### src/rtl/mem_arb_pkg.sv
// Shared types for the CPU/monitor memory arbiter.
package mem_arb_pkg;

    typedef enum logic {
        IDLE   = 1'b0,
        ACCESS = 1'b1
    } arb_state_t;

    typedef enum logic {
        REQ_CPU = 1'b0,
        REQ_MON = 1'b1
    } req_id_t;

endpackage

### src/rtl/rr_pick2.sv
// Two-way round-robin select: bit 0 = CPU, bit 1 = monitor.
module rr_pick2
    import mem_arb_pkg::*;
(
    input  logic [1:0] i_req,
    input  req_id_t    i_last,
    output req_id_t    o_winner,
    output logic       o_any
);

    // A lone requester wins; on a tie the port not served last wins.
    always_comb begin
        o_any    = |i_req;
        o_winner = REQ_CPU;
        if (i_req == 2'b11) begin
            o_winner = (i_last == REQ_CPU) ? REQ_MON : REQ_CPU;
        end else if (i_req[1]) begin
            o_winner = REQ_MON;
        end
    end

endmodule

### src/rtl/mem_arbiter.sv
// Round-robin arbiter serialising CPU and monitor accesses onto one
// synchronous-read memory. Memory-side signals are registered; read data
// returns two cycles after the request is sampled.
//
// state  | meaning
// -------+------------------------------------------------------------
// IDLE   | sample requests; latch winner's fields into mem_* registers
// ACCESS | memory performs the access; winner's gnt is high
module mem_arbiter
    import mem_arb_pkg::*;
#(
    parameter int ADDR_WIDTH = 6,
    parameter int DATA_WIDTH = 16
) (
    input  logic                  clk,
    input  logic                  rst,
    input  logic                  cpu_req,
    input  logic                  cpu_we,
    input  logic [ADDR_WIDTH-1:0] cpu_addr,
    input  logic [DATA_WIDTH-1:0] cpu_wdata,
    output logic                  cpu_gnt,
    output logic                  cpu_rvalid,
    output logic [DATA_WIDTH-1:0] cpu_rdata,
    input  logic                  mon_req,
    input  logic                  mon_we,
    input  logic [ADDR_WIDTH-1:0] mon_addr,
    input  logic [DATA_WIDTH-1:0] mon_wdata,
    output logic                  mon_gnt,
    output logic                  mon_rvalid,
    output logic [DATA_WIDTH-1:0] mon_rdata,
    output logic [ADDR_WIDTH-1:0] mem_addr,
    output logic                  mem_we,
    output logic [DATA_WIDTH-1:0] mem_wdata,
    input  logic [DATA_WIDTH-1:0] mem_rdata
);

    arb_state_t            r_state;
    arb_state_t            w_state_nxt;
    req_id_t               r_last;
    req_id_t               r_owner;
    req_id_t               w_winner;
    logic                  w_any;
    logic                  w_sel_we;
    logic [ADDR_WIDTH-1:0] w_sel_addr;
    logic [DATA_WIDTH-1:0] w_sel_wdata;
    logic [ADDR_WIDTH-1:0] r_mem_addr;
    logic                  r_mem_we;
    logic [DATA_WIDTH-1:0] r_mem_wdata;
    logic                  r_cpu_rvalid;
    logic                  r_mon_rvalid;

    rr_pick2 u_pick (
        .i_req    ({mon_req, cpu_req}),
        .i_last   (r_last),
        .o_winner (w_winner),
        .o_any    (w_any)
    );

    // State register.
    always_ff @(posedge clk) begin
        if (rst) begin
            r_state <= IDLE;
        end else begin
            r_state <= w_state_nxt;
        end
    end

    // Next state, grant decode and winner field mux.
    always_comb begin
        w_state_nxt = r_state;
        cpu_gnt     = 1'b0;
        mon_gnt     = 1'b0;
        w_sel_we    = (w_winner == REQ_CPU) ? cpu_we    : mon_we;
        w_sel_addr  = (w_winner == REQ_CPU) ? cpu_addr  : mon_addr;
        w_sel_wdata = (w_winner == REQ_CPU) ? cpu_wdata : mon_wdata;
        case (r_state)
            IDLE: begin
                if (w_any) begin
                    w_state_nxt = ACCESS;
                end
            end
            ACCESS: begin
                cpu_gnt     = (r_owner == REQ_CPU);
                mon_gnt     = (r_owner == REQ_MON);
                w_state_nxt = IDLE;
            end
            default: w_state_nxt = IDLE;
        endcase
    end

    // Memory-side registers, round-robin history and read-return pipeline.
    always_ff @(posedge clk) begin
        if (rst) begin
            r_last       <= REQ_MON;
            r_owner      <= REQ_CPU;
            r_mem_addr   <= '0;
            r_mem_we     <= 1'b0;
            r_mem_wdata  <= '0;
            r_cpu_rvalid <= 1'b0;
            r_mon_rvalid <= 1'b0;
        end else begin
            r_cpu_rvalid <= 1'b0;
            r_mon_rvalid <= 1'b0;
            if (r_state == IDLE && w_any) begin
                r_owner     <= w_winner;
                r_last      <= w_winner;
                r_mem_addr  <= w_sel_addr;
                r_mem_we    <= w_sel_we;
                r_mem_wdata <= w_sel_wdata;
            end else if (r_state == ACCESS) begin
                // Write enable must not outlive the ACCESS cycle.
                r_mem_we     <= 1'b0;
                r_cpu_rvalid <= !r_mem_we && (r_owner == REQ_CPU);
                r_mon_rvalid <= !r_mem_we && (r_owner == REQ_MON);
            end
        end
    end

    assign mem_addr   = r_mem_addr;
    assign mem_we     = r_mem_we;
    assign mem_wdata  = r_mem_wdata;
    assign cpu_rvalid = r_cpu_rvalid;
    assign mon_rvalid = r_mon_rvalid;
    assign cpu_rdata  = mem_rdata;
    assign mon_rdata  = mem_rdata;

endmodule

### config.mk
export PLATFORM = sky130hd
export DESIGN_NAME = mem_arbiter
export DESIGN_NICKNAME = d
export VERILOG_FILES = /design/src/rtl/mem_arb_pkg.sv /design/src/rtl/rr_pick2.sv /design/src/rtl/mem_arbiter.sv
export SDC_FILE = /design/constraint.sdc
export NUM_CORES = 1
export LEC_CHECK = 0
export ABC_AREA = 1
export BUFFER_PORTS_ARGS = -buffer_cell sky130_fd_sc_hd__buf_2
export CAP_MARGIN = 30
export CORE_UTILIZATION = 40
export CTS_CLUSTER_SIZE = 12
export DETAILED_ROUTE_END_ITERATION = 6
export PLACE_DENSITY = 0.77
export SYNTH_ARGS = -nofsm -noshare
export SYNTH_HDL_FRONTEND = slang
export SYNTH_SLANG_ARGS = --single-unit
export TNS_END_PERCENT = 1
### constraint.sdc
create_clock -name clk -period 1.2 [get_ports clk]
set_input_delay 0 -clock clk [delete_from_list [all_inputs] [get_ports clk]]
set_output_delay 0 -clock clk [all_outputs]
set_load 0.03 [all_outputs]
After elaboration in Yosys (flattened, before gate mapping)
Cells that the tools add are included.
{ "word_totals": {"reg_bits": 28, "inputBits": 66, "output_inout_bits": 59, "wordCells": 30} }
{ "op_classes": {"eq_ne": 1, "n_mux": 12, "bitwise_logic": 2, "n_reduce_logical": 7} }
{ "ops": {"columns": ["operator", "n"], "rows": [
  ["$mux 16", 1],
  ["$mux 1", 9],
  ["$mux 6", 1],
  ["$logic_and 1x1->1", 3],
  ["$reduce_or 3->1", 1],
  ["$eq 2x2->1 const B", 1],
  ["$not 1->1", 2],
  ["$pmux 1 s2", 1],
  ["$reduce_bool 2->1", 1],
  ["$reduce_or 2->1", 1],
  ["$logic_not 1->1", 1]
]} }

Depth between registers and ports, before layout
Gate-level depths: netlist of run 1.
{ "logic_depth": {"ltp_word": 4, "ltp_mapped": 7} }

Modules after synthesis
A second synthesis of run 1 with hierarchy kept.
{ "unflattened": {"cells_unflattened": 251, "hier_area_um2": 1629.1} }
{ "modules_own_cells": {"columns": ["mod", "n_inst", "cells_per_inst", "area_per_inst_um2", "seq_area_each_um2"], "rows": [
  ["mem_arbiter", 1, 248, 1614.0, 560.5],
  ["rr_pick2", 1, 3, 15.0, 0.0]
]} }

Worst setup path after synthesis of run 1
OpenSTA, ideal clock, no wires.
{ "synth_timing": {"path_kind": "register -> register", "from": "register r_state", "to": "register r_mem_wdata[13], in the netlist mem_wdata[13]", "arrival_time_ns": 0.858, "required_time_ns": 1.083, "slack_ns": 0.225, "path_stages_with_launch": 6, "path_buffers": 1, "path_cell_list": "dfxtp_1 nor2_4 buf_6 o21ai_0 nor2_1 nor2_1"} }
{ "synth_via": {"elab_chain_len": 2} }
{ "synth_lines": {"columns": ["item", "line", "rtl"], "rows": [
  ["start: declaration", "mem_arbiter.sv:37", "arb_state_t r_state;"],
  ["start signal: assignment", "mem_arbiter.sv:64", "r_state <= w_state_nxt;"],
  ["$not 1->1 (no source line)", null, null],
  ["$logic_and 1x1->1", "mem_arbiter.sv:104", "if (r_state == IDLE && w_any) begin"],
  ["end signal: assignment", "mem_arbiter.sv:109", "r_mem_wdata <= w_sel_wdata;"],
  ["end: declaration", "mem_arbiter.sv:48", "logic [DATA_WIDTH-1:0] r_mem_wdata;"]
]} }
No other way between the ends.
A chain may end at the register's enable or synchronous reset.

==> load_flow_metrics.sql, run 1 <==
INSERT INTO impl_metrics (metric_group, metric, value, unit) VALUES
('layout', 'filler_cell_count', '385', ''),
('die', 'io-pin-count', '125', ''),
('yosys', 'synth.distinct_cells', '21', ''),
('power', 'static-leakage-power', '1.13', 'nW'),
('worst_setup_path', 'required', '1.41', 'ns'),
('cts', 'cts_buffers', '3', ''),
('die', 'dieArea', '4390', 'sq um'),
('layout', 'n_antenna_cell', '0', ''),
('yosys', 'yosys_warnings', '0', ''),
('place', 'placement.io_buffers', '76', ''),
('yosys', 'synth_fp_nets', '316', ''),
('timing', 'timing.setup.tns', '0', 'ns'),
('timing', 'holdWs', '0.0000169', 'ns'),
('worst_setup_path', 'timing.critical_path.cells', 'dlygate4sd3_1, buf_2, inv_1, buf_4, o21ai_0, nor2_1', ''),
('flow_run', 'drv_cap', '0', ''),
('yosys', 'netlist_instances', '250', ''),
('layout', 'area_delta_synth_final', '17.1', '%'),
('timing', 'timing.final.setup_violations', '0', ''),
('timing', 'max_freq', '925', 'MHz'),
('routing', 'route.detailed.drc', '0', ''),
('routing', 'top_layer', 'met3', ''),
('global_route', 'grt_antenna_before_repair', '0', ''),
('routing', 'initialDrtViolationCount', '50', ''),
('yosys', 'post-synth-top-area-fraction', '34.0', '%'),
('worst_setup_path', 'critical-path-slowest-cell', 'sky130_fd_sc_hd__dlygate4sd3_1', ''),
('die', 'die_w', '66.2', 'microns'),
('worst_setup_path', 'timing_worst_setup_path_type', 'input pin to register', ''),
('routing', 'route.vias.total', '1499', ''),
('worst_hold_path', 'worst_hold_path_type', 'input pin to output port', ''),
('layout', 'multiInputGateArea', '577', 'sq um'),
('cts', 'worst_path_clk_slew', '0.09', 'ns'),
('place', 'dp.final_hpwl', '2440', 'microns'),
('cts', 'cts.path.max_buffers', '2', ''),
('timing', 'rsz0062_at_grt', 'false', ''),
('worst_setup_path', 'start_kind', 'input pin', ''),
('yosys', 'synth_largest_area_cell', 'sky130_fd_sc_hd__dfxtp_1', ''),
('global_route', 'globalRouteOverflowTotal', '0', ''),
('layout', 'mostFrequentLayoutCell', 'sky130_fd_sc_hd__buf_2', ''),
('cts', 'tritoncts', 'done', ''),
('yosys', 'synth_area', '1650', 'sq um'),
('worst_setup_path', 'crit_family', 'buffers and inverters', ''),
('die', 'design.core.area', '3800', 'sq um'),
('worst_setup_path', 'cp.buffers_inverters', '4', ''),
('worst_setup_path', 'timing.critical_path.fanout_max', '19', ''),
('layout', 'seqCellArea', '561', 'sq um'),
('routing', 'met1_routed_wirelength_after_detailed_routing', '1420', 'microns'),
('timing', 'timing.clock.skew', '0.00227', 'ns'),
('timing', 'min_period_over_period', '90.1', '%'),
('routing', 'finalWirelength', '3340', 'microns'),
('run_status', 'run_status', 'finished, final reports clean', ''),
('power', 'power.density_cell_area', '1280', 'nW/um^2'),
('power', 'fin_total_pwr', '2.47', 'mW'),
('cts', 'ctsHtreeMaxLevel', '1', ''),
('timing', 'max_slew_margin', '85.2', '%'),
('die', 'fp-row-count', '22', ''),
('worst_setup_path', 'max_stage_delay', '0.53', 'ns'),
('routing', 'wl_met3', '207', 'microns'),
('timing', 'finalHoldViolations', '0', ''),
('routing', 'vias_per_cell', '4.37', ''),
('routing', 'detail_route.first_pass.iterations', '4', ''),
('routing', 'average_wire_per_standard_cell', '9.73', 'microns'),
('place', 'dp.cells', '338', ''),
('cts', 'cts_num_sinks', '28', ''),
('yosys', 'synth_async_sr_flop_share', '0', '%'),
('cts', 'clkLatencyLatePin', '0.27', 'ns'),
('yosys', 'synth_enable_flop_cells', '0', ''),
('layout', 'instances_no_fill', '343', ''),
('routing', 'ant_nets', '0', ''),
('power', 'peakVddDrop', '0.000546', 'V'),
('global_route', 'grt_pass1_wl', '5110', 'microns'),
('worst_setup_path', 'crit_path_end_kind', 'register', '');
==> repair_timing <==
action	CTS	global route
buffers inserted	0	0
hold buffers	1	0
endpoints found under the setup margin	0	1
endpoints found under the hold margin	5	0
gates resized for setup	0	1
==> area by class of cell <==
type                            instances  area share [%]
Sequential cell                        28            29.0
Multi-Input combinational cell        129            29.8
Tap cell                               48            3.11
Clock buffer                            3            2.14
Timing Repair Buffer                   83            24.5
Clock inverter                          1            1.55
Inverter                               51            9.90
==> path summary, 6_finish.rpt <==
kind | from | to | slack, ns
worst max-delay path | rst | mem_addr[0] | 0.12
worst min-delay path | mem_rdata[15] | cpu_rdata[15] | 0.00002
worst max register to register | r_state | mem_wdata[2] | 0.16
worst min register to register | mem_we | mon_rvalid | 0.48
==> stage by stage <==
step	util (%)	area [sq um]	worst slack [ns]
2_1_floorplan	-	1650	0.225
3_3_place_gp	48.6	1850	0.171
3_5_place_dp	48.6	1850	0.169
4_1_cts	50.8	1930	0.112
5_1_grt	50.9	1930	0.00460
6_report	50.9	1930	0.118
==> synthesized netlist by cell type, types with 2 or more instances <==
cell	count
sky130_fd_sc_hd__o21ai_1	7
sky130_fd_sc_hd__dfxtp_1	28
sky130_fd_sc_hd__o21ai_0	37
sky130_fd_sc_hd__buf_4	32
sky130_fd_sc_hd__buf_6	6
sky130_fd_sc_hd__buf_2	2
sky130_fd_sc_hd__inv_1	50
sky130_fd_sc_hd__nand2_1	6
sky130_fd_sc_hd__nand3_1	3
sky130_fd_sc_hd__nor2_1	68
==> kinds of logic (layout without fill, tap and decap cells) <==
logic type	count (synthesis)	in the layout	synth area share, %
flops	28	28	34.0
buf+inv	93	138	31.4
compound gates	46	46	14.2
simple gates	83	83	20.5
==> per-layer routing <==
layer	GRT usage, %	vias to the layer above
li1	-	802
met1	18.0	657
met2	26.0	40
met3	2.59	0
met4	6.12	0
met5	0	-
==> worst register-to-register path, cell delays in order (launching register included) <==
cell and delay (ns):
sky130_fd_sc_hd__dfxtp_1 0.35, sky130_fd_sc_hd__nor2_4 0.15, sky130_fd_sc_hd__buf_4 0.20, sky130_fd_sc_hd__o21ai_0 0.10
sky130_fd_sc_hd__nor2_1 0.09, sky130_fd_sc_hd__nor2_1 0.05
==> state kept, by name, indices dropped and copies added (netlist names) <==
| signal | count |
|---|---|
| cpu_rvalid | 1 |
| mem_addr | 6 |
| mem_wdata | 16 |
| mem_we | 1 |
| mon_rvalid | 1 |
| r_last | 1 |
| r_owner | 1 |
| r_state | 1 |
==> where the power goes <==
group / switching (mW) / total (mW) / internal [mW]
combinational: 0.423 / 0.677 / 0.254
clock: 0.279 / 0.725 / 0.446
sequential: 0.0452 / 1.06 / 1.02
total: 0.748 / 2.47 / 1.72
(Power assumes the default switching activity.)
==> inputs of run 2 (changes only) <==
CELL_PAD_IN_SITES_DETAIL_PLACEMENT = 1   (was unset)
CELL_PAD_IN_SITES_GLOBAL_PLACEMENT = 1   (was unset)
CORE_MARGIN = 2   (was unset)
CORE_UTILIZATION = 25   (was 40)
PLACE_DENSITY = 0.76   (was 0.77)
==> load_flow_metrics.sql, run 2 (synthesis gave the netlist of run 1 again) <==
INSERT INTO impl_metrics (metric_group, metric, value, unit) VALUES
('run_status', 'run_status', 'finished, final reports clean', ''),
('routing', 'route.detailed.drc', '0', ''),
('timing', 'min_period_over_period', '89.8', '%'),
('die', 'design.core.area', '6350', 'sq um'),
('layout', 'filler_cell_count', '824', ''),
('power', 'power.density_cell_area', '1270', 'nW/um^2'),
('timing', 'finalWorstPathRequiredPeriod', '1.08', 'ns'),
('place', 'dp.final_hpwl', '3090', 'microns'),
('routing', 'finalWirelength', '4020', 'microns'),
('worst_setup_path', 'timing.critical_path.fanout_max', '4', ''),
('routing', 'detail_route.first_pass.iterations', '4', ''),
('timing', 'timing.setup.tns', '0', 'ns'),
('timing', 'rsz0062_at_grt', 'false', ''),
('timing', 'maxSlewViolCount', '0', ''),
('routing', 'vias_per_cell', '4.10', ''),
('cts', 'cts.path.max_buffers', '2', ''),
('layout', 'largest_reg_flops', '16', ''),
('layout', 'most-common-layout-cells', 'sky130_fd_sc_hd__buf_2 (76), sky130_fd_sc_hd__nor2_1 (68), sky130_fd_sc_hd__inv_1 (50)', ''),
('worst_setup_path', 'max_stage_delay', '0.41', 'ns'),
('timing', 'max_freq', '928', 'MHz'),
('place', 'dp.cells', '369', ''),
('layout', 'design.final.nets', '364', ''),
('worst_setup_path', 'start_kind', 'register', ''),
('routing', 'initialDrtViolationCount', '47', ''),
('layout', 'area_delta_synth_final', '19.9', '%'),
('power', 'peakVddDrop', '0.000474', 'V'),
('worst_setup_path', 'timing.critical_path.cells', 'inv_1, nor2_1, buf_2', ''),
('cts', 'worst_path_clk_slew', '0.10', 'ns'),
('flow_run', 'drv_cap', '0', ''),
('cts', 'clkLatencyLatePin', '0.28', 'ns'),
('cts', 'cts_buffers', '3', ''),
('global_route', 'grt_max_degree', '27', ''),
('worst_setup_path', 'arrival_time_at_the_worst_endpoint', '1.08', 'ns'),
('layout', 'seqCellArea', '561', 'sq um'),
('die', 'fp-row-count', '29', ''),
('timing', 'finalHoldViolations', '0', ''),
('worst_setup_path', 'cp.buffers_inverters', '2', ''),
('cts', 'ctsHtreeMaxLevel', '1', ''),
('cts', 'tritoncts', 'done', ''),
('timing', 'timing.final.setup_violations', '0', ''),
('cts', 'clock_tree.root_cell', 'sky130_fd_sc_hd__clkbuf_8', ''),
('layout', 'stdcell_area', '1980', 'sq um'),
('worst_setup_path', 'crit_family', 'flip-flops', ''),
('routing', 'route.vias.total', '1535', ''),
('worst_setup_path', 'timing_worst_setup_path_type', 'register to output port', ''),
('worst_setup_path', 'required', '1.20', 'ns'),
('layout', 'drive_gt1_share', '31.6', '%'),
('worst_setup_path', 'crit_path_end_kind', 'output port', ''),
('die', 'die-height', '85.3', 'microns'),
('global_route', 'grt_antenna_before_repair', '0', ''),
('die', 'dieArea', '7270', 'sq um'),
('timing', 'tightest_slew', '0.216', 'ns'),
('worst_hold_path', 'worst_hold_path_type', 'input pin to output port', ''),
('worst_setup_path', 'critical-path-slowest-cell', 'sky130_fd_sc_hd__dfxtp_1', ''),
('layout', 'n_antenna_cell', '0', ''),
('global_route', 'globalRouteOverflowTotal', '0', ''),
('routing', 'average_wire_per_standard_cell', '10.7', 'microns'),
('timing', 'max_slew_margin', '85.5', '%'),
('place', 'placed_area', '1900', 'sq um'),
('place', 'finalWeightedCongestion', '0.686', ''),
('layout', 'mostFrequentLayoutCell', 'sky130_fd_sc_hd__buf_2', ''),
('die', 'initial_core_util', '26.0', '%'),
('die', 'die_w', '85.3', 'microns'),
('die', 'io-pin-count', '125', ''),
('cts', 'post_cts_resize_count', '0', ''),
('place', 'placement.io_buffers', '76', ''),
('routing', 'ant_nets', '0', ''),
('power', 'static-leakage-power', '1.14', 'nW'),
('global_route', 'first_global_vias', '1537', ''),
('cts', 'cts_num_sinks', '28', ''),
('global_route', 'grtUsageTotal', '11.2', '%'),
('power', 'fin_total_pwr', '2.51', 'mW'),
('timing', 'timing.clock.skew', '0.00403', 'ns'),
('layout', 'instances_no_fill', '374', ''),
('worst_setup_path', 'rrSetupSlack', '0.15', 'ns'),
('global_route', 'grt_pass1_wl', '6800', 'microns'),
('layout', 'multiInputGateArea', '572', 'sq um');
-- run 2: changes by cell type in the layout (fill, tap and decap cells not counted) --
cell / delta
sky130_fd_sc_hd__nand2_2: +1
sky130_fd_sc_hd__buf_4: +2
sky130_fd_sc_hd__nand2_4: -1
-- run 2: report_power, final --
group / switching [mW] / internal (mW) / total, mW
combinational: 0.434 / 0.261 / 0.695
sequential: 0.0449 / 1.02 / 1.06
clock: 0.305 / 0.447 / 0.752
-- run 2: cell type report --
type                    count  area share (%)
clock buffers               3            2.09
clock inverters             1            1.52
inverters                  51            9.67
multi-input cells         129            28.9
flip-flops and latches     28            28.3
well taps                  77            4.87
repair buffers             85            24.7
-- run 2: timing repair --
action                     CTS  global route
setup buffers                0             0
hold buffers                 1             0
hold endpoints to repair     5             0
setup endpoints to repair    0             0
-- run 2: worst paths after layout --
kind	from	endpoint	cells after the start
setup / recovery	r_state	cpu_gnt	3
hold / removal	mem_rdata[10]	mon_rdata[10]	0
setup reg to reg	r_last	mem_wdata[13]	6
hold reg to reg	r_last	r_last	2
-- run 2: per-stage QoR --
step	util (%)	worst slack (ns)	hold WS (ns)
floorplan	-	0.225	0.0624
global placement	29.9	0.197	0.000316
detailed placement	29.9	0.148	0.000316
CTS	31.2	0.0951	0.000316
global route	31.2	0.00196	0.0000703
finish	31.2	0.123	0.0000203
-- run 2: metal layers --
metal	wire length, microns	GRT usage (%)	vias to the layer above
met1	1690	12.3	665
li1	-	-	805
met4	34	2.45	0
met2	1920	20.7	58
met5	0	0	-
met3	370	3.99	7
